**src/rtl/hazard_stall_ctrl_pkg.sv**
```systemverilog
// Shared core definitions for the pipeline sequencer and its neighbours.
// Holds the result-select encodings used by the ID/EX register, the
// sequencer FSM state type and the register-file address width.
package hazard_stall_ctrl_pkg;

  localparam int REGISTER_ADDR_WIDTH = 5;

  // Result-select encodings carried down the pipeline with each instruction.
  localparam logic [1:0] RES_ALU = 2'b00;
  localparam logic [1:0] RES_MEM = 2'b01;
  localparam logic [1:0] RES_PC4 = 2'b10;

  typedef enum logic [1:0] {
    ST_RUN      = 2'b00,
    ST_MEM_WAIT = 2'b01,
    ST_ERROR    = 2'b10
  } state_e;

endpackage

```
**src/rtl/hazard_stall_ctrl_if.sv**
```systemverilog
// Bundle of all non-clock signals between the datapath and the pipeline
// sequencer. Suffixes are relative to the sequencer: _i enters it, _o leaves.
//   slave  : sequencer side (hazard_stall_ctrl)
//   master : datapath / testbench side
interface hazard_stall_ctrl_if
  import hazard_stall_ctrl_pkg::*;
#(
  parameter int CNT_WIDTH = 32
);
  logic [REGISTER_ADDR_WIDTH-1:0] rs1_ID_i;
  logic [REGISTER_ADDR_WIDTH-1:0] rs2_ID_i;
  logic [REGISTER_ADDR_WIDTH-1:0] rd_ID_EX_i;
  logic [1:0]                     result_sel_ID_EX_i;
  logic                           reg_write_ID_EX_i;
  logic                           pc_src_EX_i;
  logic                           mem_access_EX_MEM_i;
  logic                           dmem_ready_i;
  logic                           dmem_req_o;
  logic                           stall_IF_o;
  logic                           stall_ID_o;
  logic                           flush_ID_o;
  logic                           stall_EX_o;
  logic                           flush_EX_o;
  logic                           stall_MEM_o;
  logic                           flush_WB_o;
  logic                           dmem_err_o;
  logic [CNT_WIDTH-1:0]           stall_cnt_o;
  logic [CNT_WIDTH-1:0]           flush_cnt_o;

  modport slave (
    input  rs1_ID_i, rs2_ID_i, rd_ID_EX_i, result_sel_ID_EX_i,
           reg_write_ID_EX_i, pc_src_EX_i, mem_access_EX_MEM_i, dmem_ready_i,
    output dmem_req_o, stall_IF_o, stall_ID_o, flush_ID_o, stall_EX_o,
           flush_EX_o, stall_MEM_o, flush_WB_o, dmem_err_o, stall_cnt_o,
           flush_cnt_o
  );

  modport master (
    output rs1_ID_i, rs2_ID_i, rd_ID_EX_i, result_sel_ID_EX_i,
           reg_write_ID_EX_i, pc_src_EX_i, mem_access_EX_MEM_i, dmem_ready_i,
    input  dmem_req_o, stall_IF_o, stall_ID_o, flush_ID_o, stall_EX_o,
           flush_EX_o, stall_MEM_o, flush_WB_o, dmem_err_o, stall_cnt_o,
           flush_cnt_o
  );
endinterface

```
**src/rtl/hazard_stall_ctrl_hazard_detect.sv**
```systemverilog
// Combinational load-use comparator, shared with the forwarding unit.
// Ports:
//   rs1_i, rs2_i  : source registers of the instruction in ID
//   rd_i          : destination of the instruction in EX
//   result_sel_i  : EX result select (RES_MEM marks a load)
//   reg_write_i   : EX instruction writes rd
//   load_use_o    : ID needs a value the EX load has not produced yet
module hazard_detect
  import hazard_stall_ctrl_pkg::*;
(
  input  logic [REGISTER_ADDR_WIDTH-1:0] rs1_i,
  input  logic [REGISTER_ADDR_WIDTH-1:0] rs2_i,
  input  logic [REGISTER_ADDR_WIDTH-1:0] rd_i,
  input  logic [1:0]                     result_sel_i,
  input  logic                           reg_write_i,
  output logic                           load_use_o
);
  // x0 is hardwired to zero, so a load targeting it never creates a hazard.
  assign load_use_o = reg_write_i
                    & (result_sel_i == RES_MEM)
                    & (rd_i != {REGISTER_ADDR_WIDTH{1'b0}})
                    & ((rd_i == rs1_i) | (rd_i == rs2_i));
endmodule

```
**src/rtl/hazard_stall_ctrl.sv**
```systemverilog
// Central pipeline sequencer: load-use and taken-branch hazards plus the
// data-memory wait-state handshake, driving hold/flush controls for every
// pipeline register.
// Ports:
//   cpu_clk, cpu_rst : core clock, synchronous active-high reset
//   bus (slave)      : hazard inputs, dmem handshake, stall/flush controls,
//                      sticky timeout error and performance counters
module hazard_stall_ctrl
  import hazard_stall_ctrl_pkg::*;
#(
  parameter int WAIT_TIMEOUT = 64,
  parameter int CNT_WIDTH    = 32
)(
  input  logic               cpu_clk,
  input  logic               cpu_rst,
  hazard_stall_ctrl_if.slave bus
);
  localparam int WAIT_W = $clog2(WAIT_TIMEOUT + 1);

  state_e               state_q, state_d;
  logic [WAIT_W-1:0]    wait_q, wait_d, wait_inc_s;
  logic                 err_q, err_d;
  logic [CNT_WIDTH-1:0] stall_cnt_q, stall_cnt_d;
  logic [CNT_WIDTH-1:0] flush_cnt_q, flush_cnt_d;

  logic load_use_s, req_raw_s, mem_stall_s;
  logic stall_if_s, stall_id_s, flush_id_s, stall_ex_s, flush_ex_s;
  logic stall_mem_s, flush_wb_s;

  hazard_detect u_hazard_detect (
    .rs1_i        (bus.rs1_ID_i),
    .rs2_i        (bus.rs2_ID_i),
    .rd_i         (bus.rd_ID_EX_i),
    .result_sel_i (bus.result_sel_ID_EX_i),
    .reg_write_i  (bus.reg_write_ID_EX_i),
    .load_use_o   (load_use_s)
  );

  // ERROR stops issuing requests but keeps the pipeline frozen.
  assign req_raw_s   = bus.mem_access_EX_MEM_i & (state_q != ST_ERROR);
  assign mem_stall_s = (req_raw_s & ~bus.dmem_ready_i) | (state_q == ST_ERROR);

  // Output priority mux: memory stall, then taken branch, then load-use.
  always_comb begin
    stall_if_s  = 1'b0;
    stall_id_s  = 1'b0;
    flush_id_s  = 1'b0;
    stall_ex_s  = 1'b0;
    flush_ex_s  = 1'b0;
    stall_mem_s = 1'b0;
    flush_wb_s  = 1'b0;
    if (cpu_rst) begin
      stall_if_s = 1'b0;
    end else if (mem_stall_s) begin
      // Branch and load-use stay held in their stages until memory completes.
      stall_if_s  = 1'b1;
      stall_id_s  = 1'b1;
      stall_ex_s  = 1'b1;
      stall_mem_s = 1'b1;
      flush_wb_s  = 1'b1;
    end else if (bus.pc_src_EX_i) begin
      // The ID instruction is squashed, so any load-use it had is moot.
      flush_id_s = 1'b1;
      flush_ex_s = 1'b1;
    end else if (load_use_s) begin
      stall_if_s = 1'b1;
      stall_id_s = 1'b1;
      flush_ex_s = 1'b1;
    end else begin
      stall_if_s = 1'b0;
    end
  end

  // FSM next state; the wait counter holds stall cycles of the current access.
  always_comb begin
    state_d    = state_q;
    wait_d     = wait_q;
    wait_inc_s = wait_q + WAIT_W'(1);
    case (state_q)
      ST_RUN, ST_MEM_WAIT: begin
        if (mem_stall_s) begin
          wait_d  = wait_inc_s;
          state_d = (wait_inc_s == WAIT_W'(WAIT_TIMEOUT)) ? ST_ERROR : ST_MEM_WAIT;
        end else begin
          state_d = ST_RUN;
          wait_d  = {WAIT_W{1'b0}};
        end
      end
      ST_ERROR: begin
        state_d = ST_ERROR;
      end
      default: begin
        state_d = ST_RUN;
        wait_d  = {WAIT_W{1'b0}};
      end
    endcase
    err_d       = (state_d == ST_ERROR);
    stall_cnt_d = stall_cnt_q + CNT_WIDTH'(stall_if_s);
    flush_cnt_d = flush_cnt_q + CNT_WIDTH'(flush_id_s);
  end

  // State, wait counter, error flag and performance counters.
  always_ff @(posedge cpu_clk) begin
    if (cpu_rst) begin
      state_q     <= ST_RUN;
      wait_q      <= {WAIT_W{1'b0}};
      err_q       <= 1'b0;
      stall_cnt_q <= {CNT_WIDTH{1'b0}};
      flush_cnt_q <= {CNT_WIDTH{1'b0}};
    end else begin
      state_q     <= state_d;
      wait_q      <= wait_d;
      err_q       <= err_d;
      stall_cnt_q <= stall_cnt_d;
      flush_cnt_q <= flush_cnt_d;
    end
  end

  assign bus.dmem_req_o  = req_raw_s & ~cpu_rst;
  assign bus.stall_IF_o  = stall_if_s;
  assign bus.stall_ID_o  = stall_id_s;
  assign bus.flush_ID_o  = flush_id_s;
  assign bus.stall_EX_o  = stall_ex_s;
  assign bus.flush_EX_o  = flush_ex_s;
  assign bus.stall_MEM_o = stall_mem_s;
  assign bus.flush_WB_o  = flush_wb_s;
  assign bus.dmem_err_o  = err_q;
  assign bus.stall_cnt_o = stall_cnt_q;
  assign bus.flush_cnt_o = flush_cnt_q;
endmodule
```
**src/flat_wrapper.sv**
```systemverilog
// flat-port wrapper written by rule: the top's interface ports become plain ports
module hazard_stall_ctrl_flat import hazard_stall_ctrl_pkg::*;
#(
  parameter int WAIT_TIMEOUT = 64,
  parameter int CNT_WIDTH    = 32
)
  (cpu_clk, cpu_rst, bus_rs1_ID_i, bus_rs2_ID_i, bus_rd_ID_EX_i, bus_result_sel_ID_EX_i, bus_reg_write_ID_EX_i, bus_pc_src_EX_i, bus_mem_access_EX_MEM_i, bus_dmem_ready_i, bus_dmem_req_o, bus_stall_IF_o, bus_stall_ID_o, bus_flush_ID_o, bus_stall_EX_o, bus_flush_EX_o, bus_stall_MEM_o, bus_flush_WB_o, bus_dmem_err_o, bus_stall_cnt_o, bus_flush_cnt_o);
  hazard_stall_ctrl_if #(.CNT_WIDTH(CNT_WIDTH)) bus_i ();
  input  logic cpu_clk;
  input  logic cpu_rst;
  input wire logic [$bits(bus_i.rs1_ID_i)-1:0] bus_rs1_ID_i;
  input wire logic [$bits(bus_i.rs2_ID_i)-1:0] bus_rs2_ID_i;
  input wire logic [$bits(bus_i.rd_ID_EX_i)-1:0] bus_rd_ID_EX_i;
  input wire logic [$bits(bus_i.result_sel_ID_EX_i)-1:0] bus_result_sel_ID_EX_i;
  input wire logic [$bits(bus_i.reg_write_ID_EX_i)-1:0] bus_reg_write_ID_EX_i;
  input wire logic [$bits(bus_i.pc_src_EX_i)-1:0] bus_pc_src_EX_i;
  input wire logic [$bits(bus_i.mem_access_EX_MEM_i)-1:0] bus_mem_access_EX_MEM_i;
  input wire logic [$bits(bus_i.dmem_ready_i)-1:0] bus_dmem_ready_i;
  output wire logic [$bits(bus_i.dmem_req_o)-1:0] bus_dmem_req_o;
  output wire logic [$bits(bus_i.stall_IF_o)-1:0] bus_stall_IF_o;
  output wire logic [$bits(bus_i.stall_ID_o)-1:0] bus_stall_ID_o;
  output wire logic [$bits(bus_i.flush_ID_o)-1:0] bus_flush_ID_o;
  output wire logic [$bits(bus_i.stall_EX_o)-1:0] bus_stall_EX_o;
  output wire logic [$bits(bus_i.flush_EX_o)-1:0] bus_flush_EX_o;
  output wire logic [$bits(bus_i.stall_MEM_o)-1:0] bus_stall_MEM_o;
  output wire logic [$bits(bus_i.flush_WB_o)-1:0] bus_flush_WB_o;
  output wire logic [$bits(bus_i.dmem_err_o)-1:0] bus_dmem_err_o;
  output wire logic [$bits(bus_i.stall_cnt_o)-1:0] bus_stall_cnt_o;
  output wire logic [$bits(bus_i.flush_cnt_o)-1:0] bus_flush_cnt_o;
  assign bus_i.rs1_ID_i = bus_rs1_ID_i;
  assign bus_i.rs2_ID_i = bus_rs2_ID_i;
  assign bus_i.rd_ID_EX_i = bus_rd_ID_EX_i;
  assign bus_i.result_sel_ID_EX_i = bus_result_sel_ID_EX_i;
  assign bus_i.reg_write_ID_EX_i = bus_reg_write_ID_EX_i;
  assign bus_i.pc_src_EX_i = bus_pc_src_EX_i;
  assign bus_i.mem_access_EX_MEM_i = bus_mem_access_EX_MEM_i;
  assign bus_i.dmem_ready_i = bus_dmem_ready_i;
  assign bus_dmem_req_o = bus_i.dmem_req_o;
  assign bus_stall_IF_o = bus_i.stall_IF_o;
  assign bus_stall_ID_o = bus_i.stall_ID_o;
  assign bus_flush_ID_o = bus_i.flush_ID_o;
  assign bus_stall_EX_o = bus_i.stall_EX_o;
  assign bus_flush_EX_o = bus_i.flush_EX_o;
  assign bus_stall_MEM_o = bus_i.stall_MEM_o;
  assign bus_flush_WB_o = bus_i.flush_WB_o;
  assign bus_dmem_err_o = bus_i.dmem_err_o;
  assign bus_stall_cnt_o = bus_i.stall_cnt_o;
  assign bus_flush_cnt_o = bus_i.flush_cnt_o;
  hazard_stall_ctrl #(.WAIT_TIMEOUT(WAIT_TIMEOUT), .CNT_WIDTH(CNT_WIDTH)) u_core (.cpu_clk(cpu_clk), .cpu_rst(cpu_rst), .bus(bus_i));
endmodule
```
**config.mk**
```make
export PLATFORM = sky130hd
export DESIGN_NAME = hazard_stall_ctrl_flat
export DESIGN_NICKNAME = d
export VERILOG_FILES = /design/src/rtl/hazard_stall_ctrl_pkg.sv /design/src/rtl/hazard_stall_ctrl_if.sv /design/src/rtl/hazard_stall_ctrl_hazard_detect.sv /design/src/rtl/hazard_stall_ctrl.sv /design/src/flat_wrapper.sv
export SDC_FILE = /design/constraint.sdc
export NUM_CORES = 1
export LEC_CHECK = 0
export BUFFER_PORTS_ARGS = -buffer_cell sky130_fd_sc_hd__buf_2
export CAP_MARGIN = 20
export CORE_ASPECT_RATIO = 1.1
export CORE_MARGIN = 1.5
export CORE_UTILIZATION = 53
export DETAILED_ROUTE_END_ITERATION = 16
export HOLD_SLACK_MARGIN = 0.06
export PLACE_DENSITY = 0.87
export SYNTH_ARGS = -nofsm -noshare
export SYNTH_HDL_FRONTEND = slang
export SYNTH_SLANG_ARGS = --single-unit
```
**constraint.sdc**
```tcl
create_clock -name cpu_clk -period 3.75 [get_ports cpu_clk]
set_clock_uncertainty 0.2 [all_clocks]
set_input_delay 0.375 -clock cpu_clk [delete_from_list [all_inputs] [get_ports cpu_clk]]
set_output_delay 0.375 -clock cpu_clk [all_outputs]
set_load 0.03 [all_outputs]
```
==> flow_summary.json <==
{
  "crit_path_max_fanout": 9,
  "grt_pass1_vias": 2984,
  "nets": 541,
  "fin_crit_sh_pct": 82.9,
  "layout_min_cycle_time_ps": 3110,
  "min_to": "u_core.state_q[0]",
  "ioPinCount": 96,
  "postCtsHoldBufs": 0,
  "die_area_um2": 7410,
  "ctsResizeCount": 0,
  "fp.dieW_um": 82.2,
  "yosys.area.top_type": "dfxtp_1",
  "r2r_cells": 9,
  "post_drt_wl_per_cell_um": 13.8,
  "htree_levels": 3,
  "cp.required_ps": 3830,
  "synth_cell_types": 41,
  "worstPathCellList": "nand2b_1, a21oi_1, o21bai_1, ha_1, ha_1, and4_1, nand4_1, or4_1, a21oi_1",
  "p_switching_mw": 0.337,
  "place.gp.congestion": 0.849,
  "syn2layout_area_growth_pct": 18.7,
  "first_iter_violations": 207,
  "cts_setup_buffers": 0,
  "wl_met1_um": 3760,
  "drc": 0,
  "seq_power_share_pct": 52.0,
  "synth_cells": 431,
  "r2r-end": "u_core.bus.stall_cnt_o[28]",
  "grt_usage_pct": 22.4,
  "cts.sinks": 74,
  "clkLatencyLatePin_ps": 350,
  "mappedNetlistArea_um2": 3660,
  "fillers": 562,
  "start_util_pct": 55.1,
  "postRouteAntennaNets": 0,
  "grt_max_degree": 44,
  "synth_top_area_share_pct": 40.5,
  "grt_overflow": 0,
  "power_density_nw_per_um2": 350,
  "critPathCaptureType": "flip-flop",
  "cts_tree": "yes",
  "core_area_um2": 6630,
  "slew_violations": 0,
  "top_layer": "met4",
  "reg2reg_setup_slack_ps": 640,
  "critPathLaunchType": "flip-flop",
  "ir_drop_uv": 225,
  "min_path_type": "input port to flip-flop",
  "cap_violations": 0,
  "critPathMaxStageDelay_ps": 460,
  "crit_type": "flip-flop to flip-flop",
  "grt_pass1_wl_um": 13400,
  "ys_warn_count": 0,
  "finalHoldViolations": 0,
  "p_comb_share_pct": 4.8,
  "arrival_ps": 3180,
  "yosysSeqAreaShare_pct": 40.5,
  "total_power_mw": 1.52,
  "fmax_mhz": 322,
  "wl_met3_um": 366,
  "vias_per_cell": 5.92,
  "routed_wl_um": 8260,
  "yosys-top-cells-area": "dfxtp_1, xor2_1, a21oi_1",
  "cts.clk_slew.worst_paths_ps": 70,
  "rsz0062_at_grt": "false",
  "slew-limit-headroom_pct": 71.8,
  "ys_ff_latch": 74,
  "outcome": "finished clean",
  "root_buffer": "clkbuf_8",
  "row_count": 31,
  "firstDrtPassIters": 4,
  "min_path_cells": 3,
  "slowest_stage": "or4_1",
  "hpwl_um": 5960,
  "setup_violations": 0,
  "vias": 3541,
  "drive_gt1_share_pct": 23.3,
  "avgSynthCellArea_um2": 8.49,
  "synthesis.nets": 459,
  "p_int_mw": 1.18,
  "reg2reg_from": "u_core.state_q[1]",
  "p_leak_nw": 1.72,
  "min_from": "bus_dmem_ready_i",
  "p_sw_share_pct": 22.2,
  "tightest_slew_ps": 422,
  "clkPwrFrac_pct": 43.1,
  "antenna_cells": 0,
  "setup-tns-final_ps": 0,
  "cts_buffers": 9,
  "port_buffers": 95,
  "die_y_um": 90.1,
  "antenna_found_initial": 0,
  "cts_buffer_depth": 2,
  "wl_met2_um": 4010
}
==> cell type report <==
cell class	instances	area, um^2	share of cell area [%]
repair buffers	98	498	11.5
clock buffers	9	124	2.85
inverters	6	22.5	0.519
flip-flops and latches	74	1480	34.1
well taps	82	103	2.36
multi-input cells	324	2030	46.8
clock inverters	5	81.3	1.87
==> kinds of logic after synthesis <==
family	count (synthesis)	share of synthesized area [%]
and+or+nand+nor	194	30.3
AOI/OAI and AO/OA	89	14.8
DFF	74	40.5
xor gates and xnor gates	34	8.14
buffers and inverters	33	3.90
adders and majority gates	5	1.71
muxes	2	0.616
==> power by group through the flow <==
stage / registers, mW / clock network [mW] / logic, mW
2_1_floorplan: 0.813 / 0 / 0.0443
3_3_place_gp: 0.809 / 0 / 0.0720
3_5_place_dp: 0.809 / 0 / 0.0742
4_1_cts: 0.790 / 0.665 / 0.0745
5_1_grt: 0.791 / 0.696 / 0.0807
6_report: 0.790 / 0.655 / 0.0735
==> sequential cells by signal (all words and copies together), names as in the netlist <==
signal	flops
u_core.wait_q	7
u_core.bus.stall_cnt_o	32
u_core.bus.flush_cnt_o	32
u_core.bus.dmem_err_o	1
u_core.state_q	2
==> synth_stat cells <==
master / instances
dfxtp_1: 74
a21oi_1: 41
nor2_1: 39
xor2_1: 28
nand2_1: 26
nand4_1: 24
nand3_1: 22
clkbuf_1: 21
o31ai_1: 21
or4_1: 21
o21ai_0: 13
and4_1: 12
or3_1: 10
nor2b_1: 8
and3_1: 7
inv_1: 6
nor3_1: 6
xnor2_1: 6
ha_1: 5
o41ai_1: 4
or4b_2: 4
and2_1: 3
buf_4: 3
nor3b_1: 3
a22oi_1: 2
buf_1: 2
mux2_2: 2
nand2b_1: 2
nor4_1: 2
o21bai_1: 2
o2bb2ai_1: 2
a211oi_1: 1
a311oi_1: 1
a31oi_1: 1
a41oi_1: 1
and3b_1: 1
buf_6: 1
nand4bb_1: 1
nor4b_1: 1
or3b_2: 1
or4_4: 1
==> through the flow <==
stage	hold slack (ps)	setup WS (ps)	instances	instance area, um^2	utilization (%)
6_report	263	643	598	4340	65.5
5_1_grt	294	341	598	4340	65.5
4_1_cts	255	632	598	4340	65.5
3_5_place_dp	272	455	584	4140	62.4
3_3_place_gp	260	609	584	4140	62.4
2_1_floorplan	266	206	431	3660	-
==> cells in the final DEF (no fill, tap or decap), types with 2 or more instances in the layout <==
cell type and count:
buf_2 95, dfxtp_1 74, a21oi_1 41, nor2_1 39, xor2_1 28, nand2_1 26
nand4_1 24, nand3_1 22, o31ai_1 21, or4_1 21, o21ai_0 13, and4_1 12
or3_1 10, clkbuf_8 9, nor2b_1 8, and3_1 7, nor3_1 6, xnor2_1 6
inv_1 6, ha_1 5, o41ai_1 4, or4b_2 4, and2_1 3, nor3b_1 3
buf_4 3, nand2b_1 2, a22oi_1 2, o21bai_1 2, nor4_1 2, o2bb2ai_1 2
mux2_2 2, bufinv_16 2
==> metal layers <==
| layer | GRT usage [%] | vias up |
|---|---|---|
| li1 | - | 1769 |
| met1 | 30.3 | 1671 |
| met2 | 34.8 | 90 |
| met3 | 3.76 | 11 |
| met4 | 9.32 | 0 |
| met5 | 0 | - |
==> worst max path at each step <==
stage,from,end,slack [ps],depth (start not counted)
4_1_cts,u_core.state_q[1],u_core.bus.stall_cnt_o[28],630,9
6_report,u_core.state_q[1],u_core.bus.stall_cnt_o[28],640,9
2_1_floorplan,cpu_rst,u_core.bus.stall_cnt_o[26],210,10
3_5_place_dp,bus_rd_ID_EX_i[1],u_core.bus.stall_cnt_o[28],450,11
3_3_place_gp,bus_rd_ID_EX_i[1],u_core.bus.stall_cnt_o[28],610,11
5_1_grt,u_core.state_q[1],u_core.bus.stall_cnt_o[28],340,9
==> critical path, delay by kind of cell, from the launching register on <==
| kind | cells | cell delay (ps) |
|---|---|---|
| AND/OR/NAND/NOR | 4 | 1350 |
| AO/OA/AOI/OAI | 3 | 640 |
| adder cells (fa/ha/maj) | 2 | 480 |
| flip-flops | 1 | 370 |
No activity file was read; power rests on OpenSTA's default activity.
